## src/rtl/uart_tx_engine.sv

```systemverilog
// UART transmit serializer: frames one word per request (start, 5-8 data LSB-first,
// optional parity, 1-2 stop) on bit ticks from tx_clk. Parity support built only with UART_TX_PARITY_EN.
module uart_tx_engine #(
    parameter int   DW       = 8,
    parameter logic IDLE_LVL = 1'b1
) (
    input  logic          clk,
    input  logic          rst,
    input  logic          tx_clk,
    input  logic          newd,
    input  logic [DW-1:0] tx_data,
    input  logic [3:0]    length,
    input  logic          parity_en,
    input  logic          parity_type,
    input  logic          stop2,
    output logic          tx,
    output logic          busy,
    output logic          donetx
);

    localparam int IW = (DW > 1) ? $clog2(DW) : 1;

    typedef enum logic [2:0] {
        S_IDLE,
        S_ARM,
        S_START,
        S_DATA,
        S_STOP1,
        S_STOP2,
        S_DONE
`ifdef UART_TX_PARITY_EN
        , S_PARITY
`endif
    } state_t;

    state_t        state, state_n;
    logic          tx_q, tx_n;
    logic [3:0]    count_q, count_n;
    logic [DW-1:0] data_q;
    logic [3:0]    len_q;
    logic [3:0]    len_eff;
    logic          stop2_q;
    logic          tx_clk_q;
    logic          tick;
    logic          accept;

    assign tick    = tx_clk & ~tx_clk_q;
    assign len_eff = (length >= 4'd5 && length <= 4'd8) ? length : 4'd8;

`ifdef UART_TX_PARITY_EN
    logic parity_en_q;
    logic parity_type_q;
    logic par_bit;

    // Parity covers only the bits actually sent; bits above the frame length are masked out.
    always_comb begin
        par_bit = parity_type_q;
        for (int i = 0; i < DW; i++) begin
            if (i < int'(len_q)) begin
                par_bit = par_bit ^ data_q[i];
            end
        end
    end
`else
    logic unused_parity;
    assign unused_parity = parity_en ^ parity_type;
`endif

    always_ff @(posedge clk) begin
        if (rst) begin
            state    <= S_IDLE;
            tx_q     <= IDLE_LVL;
            count_q  <= 4'd0;
            tx_clk_q <= 1'b0;
            data_q   <= '0;
            len_q    <= 4'd8;
            stop2_q  <= 1'b0;
`ifdef UART_TX_PARITY_EN
            parity_en_q   <= 1'b0;
            parity_type_q <= 1'b0;
`endif
        end else begin
            state    <= state_n;
            tx_q     <= tx_n;
            count_q  <= count_n;
            tx_clk_q <= tx_clk;
            if (accept) begin
                data_q  <= tx_data;
                len_q   <= len_eff;
                stop2_q <= stop2;
`ifdef UART_TX_PARITY_EN
                parity_en_q   <= parity_en;
                parity_type_q <= parity_type;
`endif
            end
        end
    end

    // Each transition on a tick drives the line value for the bit period that tick begins.
    always_comb begin
        state_n = state;
        tx_n    = tx_q;
        count_n = count_q;
        accept  = 1'b0;
        case (state)
            S_IDLE: begin
                tx_n = IDLE_LVL;
                if (newd) begin
                    accept  = 1'b1;
                    state_n = S_ARM;
                end
            end
            S_ARM: begin
                if (tick) begin
                    tx_n    = ~IDLE_LVL;
                    state_n = S_START;
                end
            end
            S_START: begin
                if (tick) begin
                    tx_n    = data_q[0];
                    count_n = 4'd1;
                    state_n = S_DATA;
                end
            end
            S_DATA: begin
                if (tick) begin
                    if (count_q < len_q) begin
                        tx_n    = data_q[count_q[IW-1:0]];
                        count_n = count_q + 4'd1;
                    end else begin
`ifdef UART_TX_PARITY_EN
                        if (parity_en_q) begin
                            tx_n    = par_bit;
                            state_n = S_PARITY;
                        end else begin
                            tx_n    = IDLE_LVL;
                            state_n = S_STOP1;
                        end
`else
                        tx_n    = IDLE_LVL;
                        state_n = S_STOP1;
`endif
                    end
                end
            end
`ifdef UART_TX_PARITY_EN
            S_PARITY: begin
                if (tick) begin
                    tx_n    = IDLE_LVL;
                    state_n = S_STOP1;
                end
            end
`endif
            S_STOP1: begin
                if (tick) begin
                    state_n = stop2_q ? S_STOP2 : S_DONE;
                end
            end
            S_STOP2: begin
                if (tick) begin
                    state_n = S_DONE;
                end
            end
            S_DONE: begin
                tx_n    = IDLE_LVL;
                count_n = 4'd0;
                state_n = S_IDLE;
            end
            default: begin
                tx_n    = IDLE_LVL;
                state_n = S_IDLE;
            end
        endcase
    end

    assign tx     = tx_q;
    assign busy   = (state != S_IDLE);
    assign donetx = (state == S_DONE);

endmodule

```

## config.mk

```make
export PLATFORM = sky130hd
export DESIGN_NAME = uart_tx_engine
export DESIGN_NICKNAME = d
export VERILOG_FILES = /design/src/rtl/uart_tx_engine.sv
export SDC_FILE = /design/constraint.sdc
export NUM_CORES = 1
export LEC_CHECK = 0
export BUFFER_PORTS_ARGS = -buffer_cell sky130_fd_sc_hd__clkbuf_2
export CAP_MARGIN = 20
export CORE_MARGIN = 10
export CORE_UTILIZATION = 26
export CTS_BUF_LIST = sky130_fd_sc_hd__clkbuf_2
export DETAILED_ROUTE_END_ITERATION = 10
export MAX_ROUTING_LAYER = met4
export PLACE_DENSITY = 0.53
export SLEW_MARGIN = 20
export SYNTH_ARGS = -nofsm -noshare
export SYNTH_HDL_FRONTEND = slang
export SYNTH_SLANG_ARGS = --single-unit
```

## constraint.sdc

```tcl
create_clock -name clk -period 1.5 [get_ports clk]
set_input_delay 0.3 -clock clk [delete_from_list [all_inputs] [get_ports clk]]
set_output_delay 0.3 -clock clk [all_outputs]
set_load 0.005 [all_outputs]
```

Word-level counts from Yosys, hierarchy flattened. Index checks and enable logic that the tools add are counted. W data, S select, Z words.

Input bits: 19. Output and inout port bits: 3. Logic and storage cells: 60. Flip-flop bits (word level): 22.

Reductions and logical operators: 8. Bitwise gates (word level): 3. Eq/ne operators: 14. Magnitude comparators: 4. Multiplexer cells: 23. $add $sub $neg: 1.

Operator list (count): $mux W3 (7); $pmux W3 S6 (1); $mux W4 (4); $ne A2 B2 Y1 const B (8); $pmux W4 S3 (1); $eq A3 B3 Y1 const B (3); $reduce_and A4 Y1 (2); $mux W1 (7); $reduce_and A7 Y1 (1); $eq A3 B2 Y1 const B (2); $reduce_bool A3 Y1 (2); $add A4 B1 Y4 const B (1); $ge A4 B3 Y1 const B (1); $le A4 B4 Y1 const B (1); $lt A3 B4 Y1 const B (1); $lt A4 B4 Y1 (1); $pmux W1 S4 (1); $bmux W1 S3 (1); $eq A3 B1 Y1 const B (1); $logic_not A3 Y1 (1); $mux W2 (1); $not A1 Y1 (2); $reduce_or A2 Y1 (1); $and A1 B1 Y1 (1); $logic_and A1 B1 Y1 (1).

Logic depth before layout (Yosys ltp). Gate-level depths: netlist (run 1).

Depth after elaboration: 5. Mapped depth: 7. Depth with buffers taken out: 7.

Worst setup path after synthesis (run 1). OpenSTA, ideal clock, no wires.

Kind: register -> register. Start point: reg count_q[0]. End point: reg tx_q, in the netlist tx. Period minus slack after synthesis: 1.625 ns. Data required time: 1.366 ns. Path slack: -0.125 ns. Setup time: 0.134 ns. Stages on the path, launching flop included: 5. Buffers on the path: 0. Arrival time: 1.490 ns. Cells stage by stage: dfxtp_1 > mux4_2 > mux2i_1 > a211oi_1 > or4_1.

Longest elaborated chain between the ends: 5. Elaborated cells on any way between the ends: 6. Classes of those cells: 1 x order compare; 5 x mux.

Ends and longest elaborated chain: from (decl) (line 38) `logic [3:0] count_q, count_n;`; from (signal assigned) (line 85) `count_q <= count_n;`; $bmux W1 S3 (line 129) `tx_n = data_q[count_q[IW-1:0]];`; $mux W1 (implied by the code) (line 129); $mux W1 * (line 128) `if (count_q < len_q) begin`; $mux W1 * (line 127) `if (tick) begin`; $pmux W1 S4 * (line 105) `case (state)`; to (signal assigned) (line 84) `tx_q <= tx_n;`; to (decl) (line 37) `logic tx_q, tx_n;`.

Mark *: on every way between the ends. The rest lies on a longest branch, timed or not. The select of a mux whose other input is x is not followed. A chain may end at the register's enable or synchronous reset.

Final worst setup path (run 1).
Start point: reg count_q[1]. End point: reg tx_q, in the netlist tx.

The elaborated chain is that of the path after synthesis.

==> results_dict.tcl, run 1 <==
set metrics [dict create \
    crit_slowest_cell "mux4_2" \
    grtUsageTotal 0.0828 \
    grt_pass1_vias 1150 \
    ys_seq_area_frac 0.388 \
    grt_max_degree 14 \
    die_h_um 86.1 \
    violations "negative setup slack" \
    synth_top_cell_area_share 0.388 \
    start_util 0.276 \
    grt_pass1_wl_um 4910 \
    cts_made_buffers 3 \
    crit_path_end_kind "flip-flop" \
    met3_usage 0.0170 \
    fin_crit_sh 1.09 \
    nets 201 \
    setup_viol 3 \
    finalHoldViolations 0 \
    cts_hold_buffers 0 \
    vdd_ir_drop_max_mv 0.282 \
    max_freq_mhz 614 \
    fin_area_um2 1510 \
    synth_edf_count 0 \
    leakage_nw 0.608 \
    cp_max_fo 4 \
    cp.required_ns 1.72 \
    dr_total_vias 1118 \
    p_per_area_nw_per_um2 702 \
    drtIter0Drc 99 \
    clkLatencyLatePin_ns 0.32 \
    slowest_delay_ns 0.49 \
    min_period_ns 1.63 \
    vias_per_cell 4.95 \
    clock-skew-final_ns 0.00827 \
    dp_cells 222 \
    startpoint_type "flip-flop" \
    yosys.area.top_type "dfxtp_1" \
    rr_worst_depth 4 \
    syn-cell-area_um2 1140 \
    grt.busiest_layer "met2" \
    netlist_top_cells_count "nand2_1, dfxtp_1, a21oi_1" \
    clkTransAtPathRegs_ns 0.20 \
    cts_root_buf "clkbuf_2" \
    cap_violations 0 \
    arrival_ns 1.85 \
    worst_slack_ns -0.128 \
    outcome "finished, violations left" \
    yosys_warnings 0 \
    grt_use_met1 0.0829 \
    wl_um 2970 \
    drcViolationCount 0 \
    hold_slack_ns 0.173 \
    worstMarginPinSlew_ns 0.397 \
    fp-row-count 23 \
    holdPathStages 3 \
    coreArea_um2 4120 \
    maxSlewHeadroom 0.735 \
    area_growth_pct 32.9 \
    hpwl_um 2300 \
    power_mw 1.06 \
    postSynthCellCount 142 \
    hp-class "input port to flip-flop" \
    dieArea_um2 7410 \
    cpLargestDelayFamily "multiplexers" \
    overflow 0 \
    drive_gt1_frac 0.375 \
    yosys.cell_types.count 31 \
    post_drt_wl_per_cell_um 13.2 \
    firstDrtPassIters 5 \
    met2_usage 0.147 \
    ant_nets 0 \
    report.final.slew_viol_count 0 \
    crit_buf_inv 0 \
    ys.flop_type "dfxtp_1" \
    path_depth 4 \
    gp_congestion 0.856 \
    htreeDepth 1 \
    worstSetupPathType "flip-flop to flip-flop" \
    syn_area_per_cell_um2 8.00 \
    synthTopCellsByArea "dfxtp_1, nand2_1, a21oi_1" \
    io_buffers 19 \
    ios 22 \
    rsz0062_at_grt "yes" \
    placed_cell_area_um2 1410 \
    diodes 0 \
    cts.path.max_buffers 2 \
    cts_sinks 22 \
    path_cells "mux4_2 -> mux2i_1 -> a211oi_1 -> or4_1" \
    synth_fp_nets 165 \
    die_w_um 86.1 \
    ys_seq_elements 22 \
    synthArstFlopShare 0 \
    antenna_found_initial 0 \
    synth_most_common_cell "nand2_1" \
    final_util 0.367 \
    layout.cells.non_filler 226 \
    cts_tree "yes" \
]
[repair_timing]
item | 4_1_cts | 5_1_grt
pin swaps | 0 | 4
setup buffers | 0 | 2
gates resized for setup | 10 | 16
endpoints found under the setup margin | 5 | 10
[through the flow]
stage,TNS [ns],setup slack [ns]
2_1_floorplan,-0.0708,-0.0708
3_3_place_gp,-0.232,-0.136
3_5_place_dp,-0.277,-0.135
4_1_cts,-0.232,-0.129
5_1_grt,-0.479,-0.205
6_report,-0.170,-0.128
[flip-flops by register name (all words and copies together), names as in the netlist]
register / count
count_q: 4
data_q: 8
len_q: 4
state: 3
stop2_q: 1
tx: 1
tx_clk_q: 1
[where the power goes]
| group | total [mW] | internal [mW] | leakage [nW] | switching, mW |
|---|---|---|---|---|
| clock network | 0.225 | 0.0545 | 0.0125 | 0.170 |
| logic | 0.205 | 0.0929 | 0.413 | 0.112 |
| registers | 0.630 | 0.613 | 0.183 | 0.0173 |
| total | 1.06 | 0.761 | 0.608 | 0.300 |
[worst paths after layout]
check	start	end	slack, ns
max reg2reg	count_q[1]	tx	-0.13
max	count_q[1]	tx	-0.13
min	stop2	stop2_q	0.17
min reg2reg	len_q[1]	len_q[1]	0.47
[cell type report]
| cell class | instances | area, um^2 |
|---|---|---|
| clock buffer | 3 | 15.0 |
| timing repair buffer | 38 | 245 |
| inverter | 7 | 26.3 |
| multi-input combinational | 106 | 708 |
| fill | 455 | 2610 |
| sequential | 22 | 453 |
| tap | 50 | 62.6 |
[placed cells by master (no fill, tap or decap), drive strengths merged, types with 2 or more instances in the layout]
cell type  count
nor2           8
a21oi         20
and2           2
nand2         29
o221ai         2
buf           19
nand3          3
o21a           2
mux4           2
a211oi         2
o21ai          7
clkbuf        22
o211ai         3
mux2i          2
nor3           4
dfxtp         22
ha             4
inv            7
nor2b          6
[kinds of logic (layout without fill, tap and decap cells)]
logic type	count (synthesis)	count (layout)	share of synthesized area
AOI/OAI and AO/OA	41	41	0.233
adders and majority gates	4	4	0.0441
buffers and inverters	14	48	0.0485
DFF	22	22	0.388
muxes	4	4	0.0573
and+or+nand+nor	57	57	0.229
[worst register-to-register path: stages, from the launching register on]
cell and delay, ns:
dfxtp_4 0.41, mux4_2 0.49, mux2i_1 0.15, a211oi_1 0.09
or4_1 0.40
[layer usage]
metal | vias to the layer above | wire (um)
met5 | - | 0
met4 | 0 | 52
met3 | 5 | 51
met1 | 532 | 1250
met2 | 12 | 1620
li1 | 569 | -
(Power assumes the default switching activity.)
==> inputs of run 2 (changes only) <==
Settings changed: MAX_ROUTING_LAYER met4 to default, SETUP_SLACK_MARGIN from default to 0.02.
==> run 2 against run 1 <==
Against the previous run:
- core utilization is 0.18 points higher
- the run still ends with negative setup slack left
- largest power group unchanged
- critical path depth unchanged
- wire length rose by 0.61%
- cell count stayed put
- critical path type unchanged
==> results_dict.tcl, run 2 (synthesized netlist as in run 1, its figures left out) <==
set metrics [dict create \
    outcome "finished, violations left" \
    violations "negative setup slack" \
    ant_nets 0 \
    fin_crit_sh 1.09 \
    cts_made_buffers 3 \
    report.final.slew_viol_count 0 \
    grtUsageTotal 0.0805 \
    io_buffers 19 \
    leakage_nw 0.610 \
    gp_congestion 0.843 \
    cts_tree "yes" \
    startpoint_type "flip-flop" \
    largest_register_ffs 8 \
    vias_per_cell 4.96 \
    worstMarginPinSlew_ns 0.396 \
    rsz0062_at_grt "yes" \
    crit_path_end_kind "flip-flop" \
    vdd_ir_drop_max_mv 0.282 \
    final_cell_mix "nand2_1, clkbuf_2, a21oi_1, buf_4, dfxtp_1" \
    cts.path.max_buffers 2 \
    cts_hold_buffers 0 \
    setup_viol 3 \
    final_common_cell "nand2_1" \
    diodes 0 \
    min_period_ns 1.64 \
    post-place-ws_ns -0.135 \
    drtIter0Drc 83 \
    hpwl_um 2300 \
    cp.required_ns 1.72 \
    drcViolationCount 0 \
    clkTransAtPathRegs_ns 0.20 \
    grt_pass1_vias 1148 \
    die_w_um 86.1 \
    htreeDepth 1 \
    path_cells "mux4_2 -> mux2i_1 -> a211oi_1 -> or4_1" \
    antenna_found_initial 0 \
    arrival_ns 1.86 \
    clock-skew-final_ns 0.00692 \
    drive_gt1_frac 0.386 \
    area_growth_pct 33.6 \
    nets 201 \
    maxSlewHeadroom 0.735 \
    wl_um 2990 \
    worst_slack_ns -0.138 \
    layout.cells.non_filler 226 \
    clkLatencyLatePin_ns 0.32 \
    slowest_delay_ns 0.49 \
    cts_sinks 22 \
    crit_slowest_cell "mux4_2" \
    max_freq_mhz 611 \
    dr_total_vias 1120 \
    start_util 0.276 \
    worstSetupPathType "flip-flop to flip-flop" \
    hp-class "input port to flip-flop" \
    cap_violations 0 \
    die_h_um 86.1 \
    coreArea_um2 4120 \
    hold_slack_ns 0.173 \
    cp_max_fo 4 \
    cts_root_buf "clkbuf_2" \
    fin_area_um2 1520 \
    ios 22 \
    reg_top3 "data_q: 8 flops, count_q: 4 flops, len_q: 4 flops" \
    grt_pass1_wl_um 4910 \
    fp-row-count 23 \
    placed_cell_area_um2 1410 \
    firstDrtPassIters 4 \
    grt_max_degree 14 \
    overflow 0 \
    dieArea_um2 7410 \
    p_per_area_nw_per_um2 701 \
    finalHoldViolations 0 \
    largest_register "data_q" \
    dp_cells 222 \
    post_drt_wl_per_cell_um 13.2 \
]
==> run 2: stage by stage <==
step | setup TNS (ns) | total power, mW | util
after floorplan | -0.0708 | 0.757 | -
after global placement | -0.232 | 0.831 | 0.341
after detailed placement | -0.277 | 0.837 | 0.341
after CTS | -0.232 | 1.06 | 0.350
after global routing | -0.487 | 1.13 | 0.369
final | -0.188 | 1.06 | 0.369
==> run 2: path summary, 6_finish.rpt <==
kind                    from         to  slack [ns]  cells after the start
setup / recovery  count_q[1]         tx       -0.14                      4
hold / removal    tx_data[7]  data_q[7]        0.17                      3
setup reg to reg  count_q[1]         tx       -0.14                      4
hold reg to reg     len_q[1]   len_q[1]        0.47                      2
==> run 2: layer usage <==
metal  up-vias  share of wire  routed length (um)  global-route usage
li1        569              -                   -                   -
met1       524           0.40                1210              0.0808
met2        21           0.54                1610               0.147
met3         6          0.034                 103              0.0208
met4         0          0.021                  63              0.0434
met5         -              0                   0                   0
==> run 2: repair_timing <==
action / CTS / global route
endpoints found under the hold margin: 0 / 0
endpoints found under the setup margin: 8 / 10
gates resized for setup: 11 / 17
pin swaps: 0 / 5
buffers inserted: 0 / 2
==> run 2: final cells by class <==
| type | count | area, um^2 |
|---|---|---|
| multi-input combinational | 106 | 716 |
| timing repair buffer | 38 | 245 |
| tap | 50 | 62.6 |
| inverter | 7 | 26.3 |
| fill | 451 | 2600 |
| clock buffer | 3 | 15.0 |
| sequential | 22 | 453 |
==> run 2: report_power, final <==
part	internal [mW]	switching, mW
Combinational	0.0936	0.114
Sequential	0.613	0.0176
Clock	0.0545	0.171
Total	0.761	0.303
==> run 2: critical path: cells and delay by family (launching register included) <==
family	cells	cell delay, ns
muxes	2	0.65
DFF	1	0.41
and+or+nand+nor	1	0.40
AOI/OAI and AO/OA	1	0.09
==> inputs of run 3 (changes only) <==
--- a/config.mk
+++ b/config.mk
@@ -12,4 +12,5 @@
 export CTS_BUF_LIST = sky130_fd_sc_hd__clkbuf_2
 export DETAILED_ROUTE_END_ITERATION = 10
+export MAX_ROUTING_LAYER = met4
 export PLACE_DENSITY = 0.53
 export SETUP_SLACK_MARGIN = 0.02
==> constraint.sdc (replaced) <==
create_clock -name clk -period 1.5 [get_ports clk]
set_input_delay 0.45 -clock clk [delete_from_list [all_inputs] [get_ports clk]]
set_output_delay 0.45 -clock clk [all_outputs]
set_load 0.005 [all_outputs]
==> run 3 against run 2 <==
Against the previous run:
- the run still ends with negative setup slack left
- first-iteration DRC count is 9.6% higher
- largest power group unchanged
- critical endpoint unchanged
- die area unchanged
- via count down 0.18%
- design area up 4.5%
- non-clock buffer count increased by 5
- critical path type unchanged
- sequential cell count unchanged
- sequential share of layout area decreased by 1.3 points
- cell count up 2.7%
- clock power rose by 7%
- worst setup slack worse by 0.042 ns
- core utilization rose by 1.6 points
==> results_dict.tcl, run 3 (synthesized netlist as in run 1, its figures left out) <==
set metrics [dict create \
    outcome "finished, violations left" \
    violations "negative setup slack" \
    drtIter0Drc 91 \
    startpoint_type "flip-flop" \
    reg2reg_from "count_q[1]" \
    hp-class "input port to flip-flop" \
    p_switching_mw 0.320 \
    wl_um 2980 \
    holdCritStartpoint "tx_data[1]" \
    path_depth 4 \
    grt_pass1_vias 1145 \
    tns_ns -0.494 \
    drcViolationCount 0 \
    nets 206 \
    maxSlewHeadroom 0.723 \
    cts_tree "yes" \
    path_cells "mux4_2 -> mux2i_1 -> a211oi_1 -> or4_1" \
    io_buffers 19 \
    power_frac_seq 0.578 \
    slowest_delay_ns 0.49 \
    grt_max_degree 14 \
    coreArea_um2 4120 \
    vdd_ir_drop_max_mv 0.479 \
    gp_congestion 0.829 \
    post_drt_wl_per_cell_um 12.8 \
    worstMarginPinSlew_ns 0.414 \
    p_sw_frac 0.292 \
    cp.required_ns 1.73 \
    p_per_area_nw_per_um2 690 \
    final_common_cell "nand2_1" \
    r2r_slack_ns -0.18 \
    crit_slowest_cell "mux4_2" \
    reg_top3 "data_q: 8 flops, count_q: 4 flops, len_q: 4 flops" \
    cts_root_buf "clkbuf_2" \
    rsz0062_at_grt "yes" \
    max_freq_mhz 595 \
    cpLargestDelayFamily "multiplexers" \
    crit_path_end_kind "flip-flop" \
    arrival_ns 1.91 \
    power_mw 1.09 \
    finalHoldViolations 0 \
    grtUsageTotal 0.0851 \
    start_util 0.276 \
    worstReg2RegEnd "tx" \
    largest_register "data_q" \
    die_w_um 86.1 \
    clockPowerShare 0.221 \
    overflow 0 \
    comb_power_share 0.201 \
    min_period_ns 1.68 \
    final_cell_mix "nand2_1, buf_4, clkbuf_2, a21oi_1, dfxtp_1" \
    grt_pass1_wl_um 5090 \
    dr_total_vias 1118 \
    antenna_found_initial 0 \
    worst_slack_ns -0.180 \
    dieArea_um2 7410 \
    hold_end "data_q[1]" \
    diodes 0 \
    p_int_mw 0.774 \
    area_growth_pct 39.5 \
    cts_sinks 22 \
    fin_crit_sh 1.12 \
    setup_viol 5 \
    cts_hold_buffers 0 \
    clkLatencyLatePin_ns 0.33 \
    hpwl_um 2280 \
    clock-skew-final_ns 0.0173 \
    htreeDepth 1 \
    largest_register_ffs 8 \
    die_h_um 86.1 \
    worstSetupPathType "flip-flop to flip-flop" \
    clkTransAtPathRegs_ns 0.22 \
    cap_violations 0 \
    leakage_nw 0.637 \
    firstDrtPassIters 4 \
    ant_nets 0 \
    holdPathStages 3 \
    cp_max_fo 4 \
    ios 22 \
    vias_per_cell 4.82 \
    rr_worst_depth 4 \
    drive_gt1_frac 0.418 \
    cts.path.max_buffers 2 \
    crit_buf_inv 0 \
    cts_made_buffers 3 \
    report.final.slew_viol_count 0 \
    fp-row-count 23 \
]
run 3: layer usage:
| layer | track usage | vias to the layer above | part of all wire |
|---|---|---|---|
| met5 | - | - | 0 |
| met4 | 0.0359 | 0 | 0.0054 |
| met3 | 0.0161 | 2 | 0.020 |
| met2 | 0.151 | 18 | 0.54 |
| met1 | 0.0899 | 519 | 0.43 |
| li1 | - | 579 | - |
run 3: worst register-to-register path, cell delays in order, from the launching register on:
cell and delay [ns]:
dfxtp_4 0.42, mux4_2 0.49, mux2i_1 0.17, a211oi_1 0.10, or4_1 0.40
run 3: power by group through the flow:
stage	Sequential [mW]	Combinational, mW	Clock (mW)
floorplan	0.640	0.117	0
global placement	0.642	0.196	0
detailed placement	0.643	0.202	0
CTS	0.633	0.209	0.253
global route	0.638	0.248	0.279
finish	0.633	0.220	0.242
run 3: how the worst max path moves through the flow:
stage | start | endpoint | slack [ns]
2_1_floorplan | count_q[2] | tx | -0.07
3_3_place_gp | count_q[1] | tx | -0.14
3_5_place_dp | count_q[1] | tx | -0.15
4_1_cts | count_q[1] | tx | -0.18
5_1_grt | count_q[1] | tx | -0.27
6_report | count_q[1] | tx | -0.18
run 3: area by class of cell:
type	instances	area (um^2)
timing repair buffer	43	279
clock buffer	3	15.0
tap	50	62.6
clock inverter	1	3.75
sequential	22	453
multi-input combinational	106	746
inverter	7	26.3
fill	430	2530
run 3: per-stage QoR:
step	area (um^2)	setup slack, ns	cells	hold slack [ns]	utilization
6_report	1590	-0.180	232	0.296	0.385
5_1_grt	1590	-0.269	232	0.270	0.385
4_1_cts	1510	-0.184	230	0.288	0.368
3_5_place_dp	1440	-0.152	226	0.449	0.349
3_3_place_gp	1440	-0.145	226	0.445	0.349
2_1_floorplan	1140	-0.0708	142	0.432	-
run 3: timing repair:
action | in CTS | in global routing
buffers inserted | 0 | 2
pin swaps | 9 | 10
resized for setup | 17 | 14
endpoints found under the hold margin | 0 | 0
setup endpoints to repair | 9 | 10
